<file path="src/rtl/regfile_pkg.sv">
// Shared types and constants for the multi-port register file and its scoreboard.
package regfile_pkg;

    typedef logic [4:0]  reg_addr_t;
    typedef logic [31:0] reg_data_t;

    localparam reg_addr_t RegZero = '0;

endpackage

</file>
<file path="src/rtl/regfile_scoreboard.sv">
// Per-register busy bits: set at issue, cleared at writeback, read per source port.
module regfile_scoreboard
    import regfile_pkg::*;
#(
    parameter int unsigned  RegDepth = 32,
    parameter int unsigned  NumRead  = 2,
    parameter int unsigned  NumWrite = 1,
    parameter bit           Bypass   = 1'b1,
    localparam int unsigned AddrW    = $clog2(RegDepth)
) (
    input  logic                             clk_i,
    input  logic                             rst_ni,
    input  logic                             alloc_en_i,
    input  logic [AddrW-1:0]                 alloc_addr_i,
    input  logic [NumWrite-1:0]              rd_wr_en_i,
    input  logic [NumWrite-1:0][AddrW-1:0]   rd_addr_i,
    input  logic [NumRead-1:0][AddrW-1:0]    rs_addr_i,
    output logic [NumRead-1:0]               rs_busy_o,
    output logic                             busy_any_o
);

    logic [RegDepth-1:0] busy_q;
    logic [RegDepth-1:0] busy_d;

    // Writebacks clear first so a same-cycle alloc of the same register wins:
    // the newer producer is still outstanding.
    always_comb begin
        // NOTE: busy_d takes a full default first so no path leaves it unassigned (no latch).
        busy_d = busy_q;
        for (int j = 0; j < NumWrite; j++) begin
            if (rd_wr_en_i[j]) begin
                busy_d[rd_addr_i[j]] = 1'b0;
            end
        end
        if (alloc_en_i && alloc_addr_i != AddrW'(RegZero)) begin
            busy_d[alloc_addr_i] = 1'b1;
        end
        busy_d[0] = 1'b0;
    end

    always_ff @(posedge clk_i or negedge rst_ni) begin
        if (!rst_ni) begin
            busy_q <= '0;
        end else begin
            // NOTE: sequential state uses non-blocking assignment so every flop samples pre-edge values.
            busy_q <= busy_d;
        end
    end

    always_comb begin
        rs_busy_o = '0;
        for (int i = 0; i < NumRead; i++) begin
            rs_busy_o[i] = busy_q[rs_addr_i[i]];
            if (Bypass) begin
                for (int j = 0; j < NumWrite; j++) begin
                    if (rd_wr_en_i[j] && rd_addr_i[j] == rs_addr_i[i]) begin
                        rs_busy_o[i] = 1'b0;
                    end
                end
            end
        end
    end

    // Registered view only; a same-cycle writeback is not reflected here.
    assign busy_any_o = |busy_q;

endmodule

</file>
<file path="src/rtl/regfile_mp.sv">
// Multi-port integer register file with optional write-to-read bypass and busy scoreboard.
module regfile_mp
    import regfile_pkg::*;
#(
    parameter int unsigned  RegWidth = 32,
    parameter int unsigned  RegDepth = 32,
    parameter int unsigned  NumRead  = 2,
    parameter int unsigned  NumWrite = 1,
    parameter bit           Bypass   = 1'b1,
    localparam int unsigned AddrW    = $clog2(RegDepth)
) (
    input  logic                              clk_i,
    input  logic                              rst_ni,
    input  logic [NumRead-1:0][AddrW-1:0]     rs_addr_i,
    output logic [NumRead-1:0][RegWidth-1:0]  rs_data_o,
    output logic [NumRead-1:0]                rs_busy_o,
    input  logic [NumWrite-1:0]               rd_wr_en_i,
    input  logic [NumWrite-1:0][AddrW-1:0]    rd_addr_i,
    input  logic [NumWrite-1:0][RegWidth-1:0] rd_data_i,
    input  logic                              alloc_en_i,
    input  logic [AddrW-1:0]                  alloc_addr_i,
    output logic                              busy_any_o
);

    logic [RegDepth-1:0][RegWidth-1:0] regs_q;
    logic [RegDepth-1:0][RegWidth-1:0] regs_d;

    // Ascending port order makes the highest-indexed writer win on a collision.
    always_comb begin
        regs_d = regs_q;
        for (int j = 0; j < NumWrite; j++) begin
            if (rd_wr_en_i[j] && rd_addr_i[j] != AddrW'(RegZero)) begin
                regs_d[rd_addr_i[j]] = rd_data_i[j];
            end
        end
    end

    always_ff @(posedge clk_i or negedge rst_ni) begin
        if (!rst_ni) begin
            // NOTE: the whole array is reset because architectural state must read zero after reset.
            regs_q <= '0;
        end else begin
            regs_q <= regs_d;
        end
    end

    always_comb begin
        rs_data_o = '0;
        for (int i = 0; i < NumRead; i++) begin
            if (rs_addr_i[i] != AddrW'(RegZero)) begin
                rs_data_o[i] = regs_q[rs_addr_i[i]];
                if (Bypass) begin
                    for (int j = 0; j < NumWrite; j++) begin
                        if (rd_wr_en_i[j] && rd_addr_i[j] == rs_addr_i[i]) begin
                            rs_data_o[i] = rd_data_i[j];
                        end
                    end
                end
            end
        end
    end

    regfile_scoreboard #(
        .RegDepth (RegDepth),
        .NumRead  (NumRead),
        .NumWrite (NumWrite),
        .Bypass   (Bypass)
    ) u_scoreboard (
        .clk_i        (clk_i),
        .rst_ni       (rst_ni),
        .alloc_en_i   (alloc_en_i),
        .alloc_addr_i (alloc_addr_i),
        .rd_wr_en_i   (rd_wr_en_i),
        .rd_addr_i    (rd_addr_i),
        .rs_addr_i    (rs_addr_i),
        .rs_busy_o    (rs_busy_o),
        .busy_any_o   (busy_any_o)
    );

endmodule

</file>
<file path="config.mk">
export PLATFORM = sky130hd
export DESIGN_NAME = regfile_mp
export DESIGN_NICKNAME = d
export VERILOG_FILES = /design/src/rtl/regfile_pkg.sv /design/src/rtl/regfile_scoreboard.sv /design/src/rtl/regfile_mp.sv
export SDC_FILE = /design/constraint.sdc
export NUM_CORES = 2
export LEC_CHECK = 0
export CAP_MARGIN = 5
export CORE_ASPECT_RATIO = 0.9
export CORE_MARGIN = 8
export CORE_UTILIZATION = 53
export CTS_BUF_LIST = sky130_fd_sc_hd__clkbuf_8 sky130_fd_sc_hd__clkbuf_16
export CTS_CLUSTER_DIAMETER = 60
export DETAILED_ROUTE_END_ITERATION = 8
export GPL_ROUTABILITY_DRIVEN = 0
export HOLD_SLACK_MARGIN = 0.05
export PLACE_DENSITY = 0.72
export SLEW_MARGIN = 20
export SYNTH_ARGS = -nofsm -noshare
export SYNTH_HDL_FRONTEND = slang
export SYNTH_HIERARCHICAL = 1
export SYNTH_SLANG_ARGS = --single-unit
</file>
<file path="constraint.sdc">
create_clock -name clk_i -period 2.5 [get_ports clk_i]
set_input_delay 0.375 -clock clk_i [delete_from_list [all_inputs] [get_ports clk_i]]
set_output_delay 0.375 -clock clk_i [all_outputs]
set_load 0.01 [all_outputs]
</file>
=== Yosys cells after proc, flatten, opt, wreduce, memory -nomap -nowiden ===
Index checks and enable logic that the tools add are counted.
Widths: inputs -> output; s select.

* Register bits: 1055
* Bits in latches: 0
* RAM bits: 0
* ROM bits: 0
* Output and inout port bits: 67
* Logic and storage cells: 78
* Memories: 0

* Add/subtract/negate cells: 0
* $mul: 0
* Divide/modulo/power cells: 0
* Magnitude comparators: 6
* Equality and inequality tests: 2
* Shifts and indexed selects: 0
* Multiplexer cells: 23
* Bitwise operators: 3
* Reductions and logical operators: 11

{| class="wikitable"
|+ Operator list
! kind !! count
|-
| $bwmux 1024 || 1
|-
| $bmux 32 s5 || 2
|-
| $mux 32 || 9
|-
| $demux 32 s5 || 1
|-
| $and 32x32->32 || 1
|-
| $not 32->32 || 1
|-
| $or 32x32->32 || 1
|-
| $reduce_or 31->1 || 1
|-
| $lt 5x6->1 const B || 4
|-
| $reduce_bool 5->1 || 4
|-
| $bmux 1 s5 || 2
|-
| $demux 1 s5 || 2
|-
| $eq 5x5->1 || 2
|-
| $ge 5x1->1 const B || 2
|-
| $logic_and 1x1->1 || 6
|-
| $mux 1 || 6
|}

=== Longest topological paths before layout ===
* Depth after elaboration: 9
* Mapped depth: 10
* Depth with buffers taken out: 5

=== Hierarchy ===
The synthesis kept the hierarchy.

{| class="wikitable"
|+ Modules (own cells, without submodules)
! module !! times used !! cells an instance !! area each (um2) !! seq. area each (um2)
|-
| regfile_mp || 1 || 3965 || 55797.3 || 25624.6
|-
| regfile_scoreboard || 1 || 202 || 2087.0 || 775.7
|}

=== Worst setup path after synthesis ===
No wires, ideal clock.

* Path kind: input -> output
* Start: input rs_addr_i[0] (netlist name)
* End: output rs_data_o[31] (netlist name)
* Arrival time: 2.058 ns
* Setup slack: 0.067 ns
* Cell stages on the path: 6
* Path buffers: 2
* Cells stage by stage: buf_6 -> buf_6 -> mux4_1 -> mux4_2 -> nor2b_1 -> a221o_1

{| class="wikitable"
|+ RTL lines
! item !! line !! RTL
|-
| start: declaration || regfile_mp.sv:14 || <nowiki>input logic [NumRead-1:0][AddrW-1:0] rs_addr_i,</nowiki>
|-
| end: declaration || regfile_mp.sv:15 || <nowiki>output logic [NumRead-1:0][RegWidth-1:0] rs_data_o,</nowiki>
|}

==> impl_metrics.yaml <==
worst_setup_path:
  reg2reg_slack_ps: 1330
  r2r_start: "regs_q[679]"
  required_ps: 2120
  setup.worst_path.class: "flip-flop to output port"
  max_stage_delay_ps: 510
  endpoint: "rs_data_o[22]"
  cpMostUsedCell: "mux4_2"
  r2r_cells: 4
  critPathLaunch: "regs_q[886]"
  worstPathCellList: "mux4_2 -> mux4_2 -> nor2b_4 -> a221o_1 -> buf_6"
  start_kind: "flip-flop"
  arrival_ps: 2800
  endpoint_kind: "output port"
  cp_max_fo: 3
  r2r-end: "regs_q[679]"
  cp_slowest_cell: "mux4_2"
synthesis:
  synth_adder_area_share_pct: 0
  synthXorXnorAreaFrac_pct: 0.303
  yosys.cell_types.count: 73
  synth_area_leader_cell: "dfrtp_1"
  synth_top_family_by_area: "multiplexers"
  synth.avg_cell_area_um2: 13.9
  synth_enable_flop_cells: 0
  synthFlopType: "dfrtp_1"
  synth.area.top_cells: "dfrtp_1, mux2_2, mux4_2"
  synth_fp_nets: 4223
  synthesis.area_um2: 57900
  synth_top_area_share_pct: 45.6
  yosysWarningCount: 6
  synth-simple-area-share_pct: 4.06
  syn_inst: 4167
  synth-seq-cells: 1055
  ys_seq_area_share_pct: 45.6
  ys_async_sr_fraction_pct: 100
  synthMuxAreaShare_pct: 40.7
  synth-compound-area-share_pct: 5.46
sta:
  worst_slack_ps: -680
  post-route-period-util_pct: 127
  slew_headroom_pct: 40.1
  worst_slew_pin_slew_ps: 895
  grt_setup_unrepaired: "true"
  slew_viol_final: 0
  finalClockSkew_ps: 0
  setup_viol: 67
  clock.fmax_mhz: 314
  min_period_ps: 3180
  hold_viol: 0
die:
  fp.coreArea_um2: 109000
  rows: 115
  start_util_pct: 53.2
  die_w_um: 364
  dieHeight_um: 330
  die-area_um2: 120000
  ioPinCount: 123
finish:
  stdcell_count: 6408
  nFillCells: 7437
  nNetsFinal: 4910
  final_common_cell: "dfrtp_1"
  mostFrequentLayoutCells: "dfrtp_1, mux2_2, buf_4"
  drive_above_1_share_pct: 57.9
  syn_to_final_growth_pct: 27.2
clock_network:
  tritoncts: "built"
  path_clk_slew_ps: 60
  cts-root-buf: "clkbuf_16"
  clock_sinks: 1055
  cts_made_buffers: 115
  clock_latency_ps: 710
  h-tree-depth: 3
  clk_path_buf_depth: 3
global_routing:
  grt_max_degree: 103
  grt_pass1_vias: 45600
  grt_antenna_before_repair: 8
  grt_use_total_pct: 35.0
  grt_pass1_wl_um: 311000
  gr-total-overflow: 0
placed_design:
  dp_hpwl_um: 140000
  port_buffers: 122
  place_ws_ps: -1180
  place_inst: 6107
route:
  vias: 44500
  via_per_inst: 6.95
  drc: 0
  drtIter0Drc: 5214
  wirelength_um: 214000
  first_pass_iters: 6
  wl_per_cell_um: 33.4
  postRouteAntennaNets: 0
power:
  power_density_nw_per_um2: 738
  power.leakage_nw: 32.5
  worst_ir_drop_vdd_uv: 737
run:
  maxCapViolCount: 0
outcome:
  violations: "negative setup slack"
  status: "complete, but fails checks"
hold_path:
  hold_class: "primary input to async pin"
-- power breakdown --
part           internal, W  switching [W]
clock               0.0101        0.00727
sequential          0.0204        0.00258
combinational      0.00816        0.00596
-- sequential cells by signal (all words and copies together), names as in the netlist --
signal and flops:
u_scoreboard/busy_q 31, regs_q 1024
-- routing by layer --
metal,up-vias,global-route usage (%),part of all wire [%]
met5,-,0,0.035
met4,10,19.6,6.8
met3,791,10.6,12
met2,3208,51.3,44
met1,23100,46.6,37
li1,17400,-,-
-- metrics by stage --
| stage | power (W) | hold slack [ps] | setup TNS [ps] | utilization (%) | instance area (um^2) |
|---|---|---|---|---|---|
| 2_1_floorplan | 0.0301 | 79.4 | 0 | - | 57900 |
| 3_3_place_gp | 0.0349 | 317 | -89030 | 61.5 | 66900 |
| 3_5_place_dp | 0.0354 | 321 | -94960 | 61.5 | 66900 |
| 4_1_cts | 0.0535 | 193 | -23390 | 66.8 | 72700 |
| 5_1_grt | 0.0560 | 206 | -25960 | 67.7 | 73600 |
| 6_report | 0.0544 | 179 | -23250 | 67.7 | 73600 |
-- logic make-up after synthesis --
group,count (synthesis)
AND/OR/NAND/NOR,458
AO/OA/AOI/OAI,457
buffers and inverters,463
flip-flops,1055
multiplexers,1714
XOR/XNOR,20
-- cells in the mapped netlist, types with 6 or more instances --
library cell / instances
clkbuf_1: 227
a211oi_1: 43
mux2_1: 84
o21ai_0: 72
and2_1: 11
nand3b_1: 18
nand2_1: 77
a21o_1: 6
a22oi_1: 21
buf_4: 36
a21oi_1: 35
a2111oi_0: 25
inv_1: 8
o22ai_1: 57
o21ai_1: 50
mux2i_1: 234
nor2_1: 121
a22o_1: 13
mux4_1: 21
o211ai_1: 10
buf_6: 21
or3_1: 6
buf_1: 60
nor3_1: 30
nand4_1: 11
dfrtp_1: 1055
nor2b_1: 52
nor4_1: 39
a31oi_1: 18
o32ai_1: 7
or3b_1: 10
mux4_2: 377
o221ai_1: 12
nand3_1: 45
mux2_2: 998
buf_2: 101
a221o_1: 19
nand2b_1: 15
xnor2_1: 18
a221oi_1: 38
-- how the worst min path moves through the flow --
stage	endpoint	depth (start not counted)	slack (ps)
2_1_floorplan	regs_q[0]	0	80
3_3_place_gp	regs_q[362]	1	320
3_5_place_dp	regs_q[362]	1	320
4_1_cts	regs_q[426]	2	190
5_1_grt	regs_q[362]	2	210
6_report	regs_q[362]	2	180
-- cell type report --
class,instances,area (um^2),area share [%]
multi-input combinational,2649,31400,42.7
clock inverter,64,574,0.780
clock buffer,141,3250,4.41
antenna,4,10.0,0.0136
timing repair buffer,1021,10100,13.7
inverter,12,45.0,0.0612
sequential,1055,26400,35.9
tap,1462,1830,2.48
-- critical path, delay by kind of cell, from the launching register on --
kind | cells | cell delay, ps
and+or+nand+nor | 1 | 140
AOI/OAI and AO/OA | 1 | 360
DFF | 1 | 440
buffers and inverters | 1 | 160
muxes | 2 | 980
-- what timing repair did --
action | 4_1_cts | 5_1_grt
setup endpoints to repair | 67 | 67
pin swaps | 171 | 105
hold buffers | 1 | 0
resized for setup | 645 | 142
gates cloned | 5 | 1
buffers inserted | 86 | 43
endpoints found under the hold margin | 243 | 0
(Power assumes the default switching activity.)
